<file path="config.mk">
export PLATFORM = sky130hd
export DESIGN_NAME = pipeline_registers_elastic
export DESIGN_NICKNAME = d
export VERILOG_FILES = /design/src/rtl/pipeline_registers_elastic.sv
export SDC_FILE = /design/constraint.sdc
export NUM_CORES = 1
export LEC_CHECK = 0
export CAP_MARGIN = 40
export CORE_ASPECT_RATIO = 0.9
export CORE_MARGIN = 10
export CORE_UTILIZATION = 50
export DETAILED_ROUTE_END_ITERATION = 16
export MAX_ROUTING_LAYER = met4
export PLACE_DENSITY_LB_ADDON = 0.25
export REMOVE_ABC_BUFFERS = 1
export SYNTH_ARGS = -nofsm -noshare
export SYNTH_HDL_FRONTEND = slang
export SYNTH_SLANG_ARGS = --single-unit
</file>
<file path="constraint.sdc">
create_clock -name clk -period 2.4 [get_ports clk]
set_input_delay 0.24 -clock clk [delete_from_list [all_inputs] [get_ports clk]]
set_output_delay 0.24 -clock clk [all_outputs]
set_load 0.03 [all_outputs]
</file>
<file path="src/rtl/pipeline_registers_elastic.sv">
// Elastic N-stage register pipeline: valid/ready flow control, bubble collapse, flush, masked set.
// Define PIPELINE_REGISTERS_OCCUPANCY_EN to add a registered valid-stage count on `occupancy`.
module pipeline_registers_elastic #(
  parameter int unsigned BIT_WIDTH        = 8,
  parameter int unsigned NUMBER_OF_STAGES = 4
) (
  input  logic                                  clk,
  input  logic                                  reset_n,
  input  logic                                  in_valid,
  output logic                                  in_ready,
  input  logic [BIT_WIDTH-1:0]                  in_data,
  output logic                                  out_valid,
  input  logic                                  out_ready,
  output logic [BIT_WIDTH-1:0]                  out_data,
  input  logic                                  set,
  input  logic [BIT_WIDTH*NUMBER_OF_STAGES-1:0] set_data,
  input  logic [NUMBER_OF_STAGES-1:0]           set_valid,
  input  logic                                  flush
`ifdef PIPELINE_REGISTERS_OCCUPANCY_EN
  ,
  output logic [$clog2(NUMBER_OF_STAGES+1)-1:0] occupancy
`endif
);

  localparam int N = int'(NUMBER_OF_STAGES);
  localparam int W = int'(BIT_WIDTH);

  logic [N-1:0]        valid_q, valid_d;
  logic [N-1:0][W-1:0] data_q, data_d;
  logic [N-1:0]        en;
  logic [N-1:0]        prev_valid;
  logic [N-1:0][W-1:0] prev_data;
  logic                blocked;

  assign blocked = flush | set;

  // Advance enable ripples from the output back to the input; an empty stage always accepts.
  always_comb begin
    en = '0;
    en[N-1] = ~valid_q[N-1] | out_ready;
    for (int i = N - 2; i >= 0; i--) begin
      en[i] = ~valid_q[i] | en[i+1];
    end
  end

  always_comb begin
    prev_valid    = '0;
    prev_data     = '0;
    prev_valid[0] = in_valid;
    prev_data[0]  = in_data;
    for (int i = 1; i < N; i++) begin
      prev_valid[i] = valid_q[i-1];
      prev_data[i]  = data_q[i-1];
    end
  end

  assign in_ready  = en[0] & ~blocked;
  assign out_valid = valid_q[N-1] & ~blocked;
  assign out_data  = data_q[N-1];

  always_comb begin
    valid_d = valid_q;
    data_d  = data_q;
    if (flush) begin
      valid_d = '0;
    end else if (set) begin
      valid_d = set_valid;
      for (int i = 0; i < N; i++) begin
        data_d[i] = set_data[W*i +: W];
      end
    end else begin
      for (int i = 0; i < N; i++) begin
        if (en[i]) begin
          valid_d[i] = prev_valid[i];
          // Data only moves with a valid word so idle stages keep their last contents.
          if (prev_valid[i]) begin
            data_d[i] = prev_data[i];
          end
        end
      end
    end
  end

  always_ff @(posedge clk or negedge reset_n) begin
    if (!reset_n) begin
      valid_q <= '0;
      data_q  <= '0;
    end else begin
      valid_q <= valid_d;
      data_q  <= data_d;
    end
  end

`ifdef PIPELINE_REGISTERS_OCCUPANCY_EN
  localparam int OccW = $clog2(NUMBER_OF_STAGES + 1);

  logic [OccW-1:0] occ_q, occ_d;
  logic [OccW-1:0] set_count;
  logic            in_xfer, out_xfer;

  assign in_xfer  = in_valid & in_ready;
  assign out_xfer = out_valid & out_ready;

  always_comb begin
    set_count = '0;
    for (int i = 0; i < N; i++) begin
      set_count = set_count + OccW'(set_valid[i]);
    end
  end

  always_comb begin
    occ_d = occ_q;
    if (flush) begin
      occ_d = '0;
    end else if (set) begin
      occ_d = set_count;
    end else if (in_xfer && !out_xfer) begin
      occ_d = occ_q + OccW'(1);
    end else if (out_xfer && !in_xfer) begin
      occ_d = occ_q - OccW'(1);
    end
  end

  always_ff @(posedge clk or negedge reset_n) begin
    if (!reset_n) begin
      occ_q <= '0;
    end else begin
      occ_q <= occ_d;
    end
  end

  assign occupancy = occ_q;
`endif

endmodule

</file>
### After elaboration in Yosys (flattened, before gate mapping)

Index checks and enable logic that the tools add are counted.

| word-level totals | value |
|---|---|
| bits in registers | 36 |
| logic and storage cells | 52 |
| input port bits | 50 |
| output and inout port bits | 10 |

| operators by class | value |
|---|---|
| reduce and logical (&&, ||, !) cells | 16 |
| muxes and demuxes | 15 |
| bitwise logic cells | 13 |

Operators by type and width:

| kind | number |
|---|---|
| 2-to-1 mux 8 bit | 8 |
| 2-to-1 mux 32 bit | 1 |
| nonzero test 2 bit | 8 |
| AND reduction 3 bit | 4 |
| nonzero test 3 bit | 4 |
| 2-to-1 mux 4 bit | 2 |
| NOT 1 bit | 6 |
| OR 1 bit | 5 |
| 2-to-1 mux 1 bit | 4 |
| AND 1 bit | 2 |

### Logic depth before layout (Yosys ltp)

| depth | value |
|---|---|
| word-level depth | 8 |
| gate-level depth with buffers | 4 |
| depth with buffers taken out | 3 |

### Worst setup path before layout

No wires, ideal clock.

| timing | value |
|---|---|
| path type | register -> output |
| from | reg valid_q[2] |
| to | out in_ready |
| data required time | 2.160 ns |
| arrival | 1.467 ns |
| stages on the path, launching flop included | 3 |
| setup slack | 0.693 ns |
| buffers on the path | 0 |
| path through | dfrtp_1 and3b_1 a311oi_1 |

| between the ends | value |
|---|---|
| longest elaborated chain between the ends | 5 |

RTL lines:

| what | RTL line | RTL |
|---|---|---|
| start, declared | 28 | `logic [N-1:0] valid_q, valid_d;` |
| start signal, assigned | 89 | `valid_q <= valid_d;` |
| NOT 1 bit | 42 | `en[i] = ~valid_q[i] \| en[i+1];` |
| OR 1 bit (3 in a row) | 42 |  |
| AND 1 bit | 57 | `assign in_ready = en[0] & ~blocked;` |
| end, declared | 10 | `output logic in_ready,` |

Every way passes these cells.

### Final worst setup path

| timing | value |
|---|---|
| from | in out_ready |
| to | out in_ready |

| between the ends | value |
|---|---|
| longest elaborated chain between the ends | 5 |

RTL lines:

| what | RTL line | RTL |
|---|---|---|
| start, declared | 13 | `input logic out_ready,` |
| OR 1 bit | 40 | `en[N-1] = ~valid_q[N-1] \| out_ready;` |
| OR 1 bit (3 in a row) | 42 |  |
| AND 1 bit | 57 |  |

Every way passes these cells.

==> impl_results.md <==
* Iteration-0 DRC count of the detailed router at 39
* Worst slew margin relative to its limit at 46.84%
* Reg2reg start: valid_q[2]$_DFFE_PN0P_
* Leak Pwr at 1.039 nW
* Top cell type by total area after synthesis: sky130_fd_sc_hd__dfrtp_1
* Run status: finished, final reports clean
* Number of gates on the worst path with buffers counted at 4
* Worst setup path startpoint: out_ready
* Category of the worst setup path launch point: input port
* Post-Route Skew at 0.003961 ns
* Distinct cells, synth at 22
* DRC violations left at 0
* Total routing usage reported by global routing at 12.93%
* Mean post-synth cell area at 13.64 µm²
* Final setup violation count at 0
* Commonest cells after routing, fill and taps aside: 64 x sky130_fd_sc_hd__mux2_2, 57 x sky130_fd_sc_hd__clkdlybuf4s50_1, 36 x sky130_fd_sc_hd__dfrtp_1
* Number of pins with negative max-slew slack in the final report at 0
* Number of rows in the core area at 21
* R2r endpoint: data_q[2]$_DFFE_PN0P_
* Fraction of final layout cells sized beyond drive strength 1 at 41.12%
* Count of input and output buffers at 59
* Maximum number of pins on one net before global-route repair at 37
* H-tree depth at 2
* Ports at 60
* Most common cell after layout, fill and taps aside: sky130_fd_sc_hd__mux2_2
* Post-DP HPWL at 3.270 mm
* Final worst-path cycle share at 91.90%
* Max Fanout on Critical Path at 4
* Starting density of the core at 51.54%
* Routed length per placed instance at 16.99 µm
* Sequential element share of the synthesized area at 47.18%
* Number of buffers and inverters on the critical path at 2
* Antenna viol nets, final at 0
* Worst reg-to-reg setup slack at 0.65 ns
* Cell at the root of the clock tree: sky130_fd_sc_hd__clkbuf_8
* Number of diodes at 0
* Vias in the first global route at 1,458
* Worst-case reg-to-reg path depth at 3
* Routed via count divided by cell count at 5.198
* Total Wirelength at 4.128 mm
* Last weighted congestion value of the routability-driven placer at 0.9148
* Worst-path clk slew at 0.07 ns
* Async set or reset register ratio after synthesis at 100.0%
* Critical path endpoint category: primary output
* Type of the worst min-delay path: input port to async pin
* Buffers inserted by post-CTS timing repair at 0
* Total vias in the final route at 1,263
* Post-synthesis instance area at 0.001909 mm²
* Upper clock frequency limit at 453.4 MHz
* Core area at 0.003705 mm²
* Final-layout worst hold slack at 0.04793 ns
* Number of warnings reported in the yosys synthesis log at 0
* Final Hold Vio Count at 0
* Shortest period the worst path allows at 2.206 ns
* Area enclosed by the die boundary at 0.006694 mm²
* Maximum resistive drop on vdd at 0.4011 mV
* Net count of the finished layout at 246
* Tightest Pin Transition at 0.7974 ns
* Top cell by count, worst path: sky130_fd_sc_hd__clkdlybuf4s50_1
* Hold-fix buffers at CTS at 0
* Post-synth EDFFs at 0
* Count of state elements after synthesis at 36
* Slowest Stage Delay on Critical Path at 0.71 ns
* Cells after synthesis at 140
* Number of clock sinks at 36
* Critical path, cell by cell: clkdlybuf4s50_1, and3b_1, a311oi_1, clkdlybuf4s50_1
* Type of the setup path with the least slack: input port to primary output
* Die Y-Extent at 78.63 µm
* TritonCTS clock tree: built
* X dimension of the die at 85.14 µm
* Crit path to: in_ready
* Area grow syn2layout at 35.91%
* Top-area cell type share of the netlist area at 47.18%
* Overflow left after global routing at 0
* Count of max-cap constraint violations at 0
* Data arrival, critical path at 1.97 ns
* First-pass GRT wire length at 6.982 mm
* Worst EP required at 2.16 ns
* Count of TritonRoute iterations in the first routing pass at 3
* PwrDens at 715.5 mW/mm²
* Post-Route Setup TNS at 0 ns
* Clk buf depth at 2
* Initial antenna violation count at 0
* Setup repair after global routing missed its margin: false
* Clock insertion delay at the later pin of the skew report at 0.27 ns
* Flip-flop cell with the highest count after synthesis: sky130_fd_sc_hd__dfrtp_1
* Number of buffers created by CTS at 5
* Family of cells with the greatest summed delay on the critical path: buffers and inverters
* Dominant cells by area after synthesis: sky130_fd_sc_hd__dfrtp_1 47%, sky130_fd_sc_hd__mux2_2 38%, sky130_fd_sc_hd__buf_4 3.1%, sky130_fd_sc_hd__a311oi_4 1.4%, sky130_fd_sc_hd__a211oi_4 1.0%
* Worst-path cell with the longest stage delay: sky130_fd_sc_hd__clkdlybuf4s50_1
* Number of cells upsized or downsized after cts at 0
-- stage by stage --
| step | instances | util (%) | power, mW | setup slack [ns] | area, µm² |
|---|---|---|---|---|---|
| 2_1_floorplan | 127 | - | 1.117 | 0.6933 | 1827 |
| 3_3_place_gp | 235 | 67.14 | 1.346 | 0.2113 | 2487 |
| 3_5_place_dp | 235 | 67.14 | 1.374 | 0.2046 | 2487 |
| 4_1_cts | 243 | 70.04 | 1.886 | 0.1958 | 2595 |
| 5_1_grt | 243 | 70.04 | 1.959 | 0.1114 | 2595 |
| 6_report | 243 | 70.04 | 1.857 | 0.1945 | 2595 |
-- worst min-delay path by stage --
| stage | endpoint | cells past startpoint | from |
|---|---|---|---|
| final | out_data[6]$_DFFE_PN0P_ | 1 | reset_n |
| after global routing | valid_q[3]$_DFFE_PN0P_ | 1 | reset_n |
| after CTS | out_data[6]$_DFFE_PN0P_ | 1 | reset_n |
| after detailed placement | out_data[4]$_DFFE_PN0P_ | 1 | reset_n |
| after global placement | valid_q[2]$_DFFE_PN0P_ | 1 | reset_n |
| after floorplan | data_q[0]$_DFFE_PN0P_ | 0 | reset_n |
-- kinds of logic (layout without fill, tap and decap cells) --
| group | after synthesis | after routing | synth area share, % |
|---|---|---|---|
| and+or+nand+nor | 18 | 18 | 5.701 |
| DFF | 36 | 36 | 47.18 |
| AOI/OAI and AO/OA | 8 | 8 | 4.849 |
| muxes | 64 | 64 | 37.75 |
| buffers and inverters | 14 | 71 | 4.521 |
-- final cells by class --
class	instances	area, µm²
clock buffer	6	72.57
sequential	36	900.9
multi-input combinational	90	922.1
timing repair buffer	62	603.1
clock inverter	2	35.03
inverter	1	3.754
fill	272	1110
tap	46	57.56
-- power by group --
part | internal, mW | total [mW] | switching, mW
Combinational | 0.320 | 0.539 | 0.219
Sequential | 0.741 | 0.813 | 0.0723
Clock | 0.308 | 0.505 | 0.197
Total | 1.37 | 1.86 | 0.488
-- state kept, by name, indices dropped and copies added (netlist names) --
name,flops
valid_q,4
data_q,24
out_data,8
-- routing by layer --
metal | vias to the layer above | GRT usage (%) | part of all wire (%)
li1 | 609 | - | -
met1 | 611 | 15.07 | 45
met2 | 39 | 22.08 | 49
met3 | 4 | 3.199 | 4.7
met4 | 0 | 2.632 | 1.0
met5 | - | - | 0
-- synthesized netlist by cell type, types with 2 or more instances --
cell type and number:
sky130_fd_sc_hd__clkbuf_1 2, sky130_fd_sc_hd__buf_4 8, sky130_fd_sc_hd__nor2b_1 2, sky130_fd_sc_hd__a21oi_1 2
sky130_fd_sc_hd__dfrtp_1 36, sky130_fd_sc_hd__nor2_1 5, sky130_fd_sc_hd__mux2_2 64, sky130_fd_sc_hd__o21bai_1 2
sky130_fd_sc_hd__nor3_1 4, sky130_fd_sc_hd__buf_2 3
No activity file was read; power rests on OpenSTA's default activity.
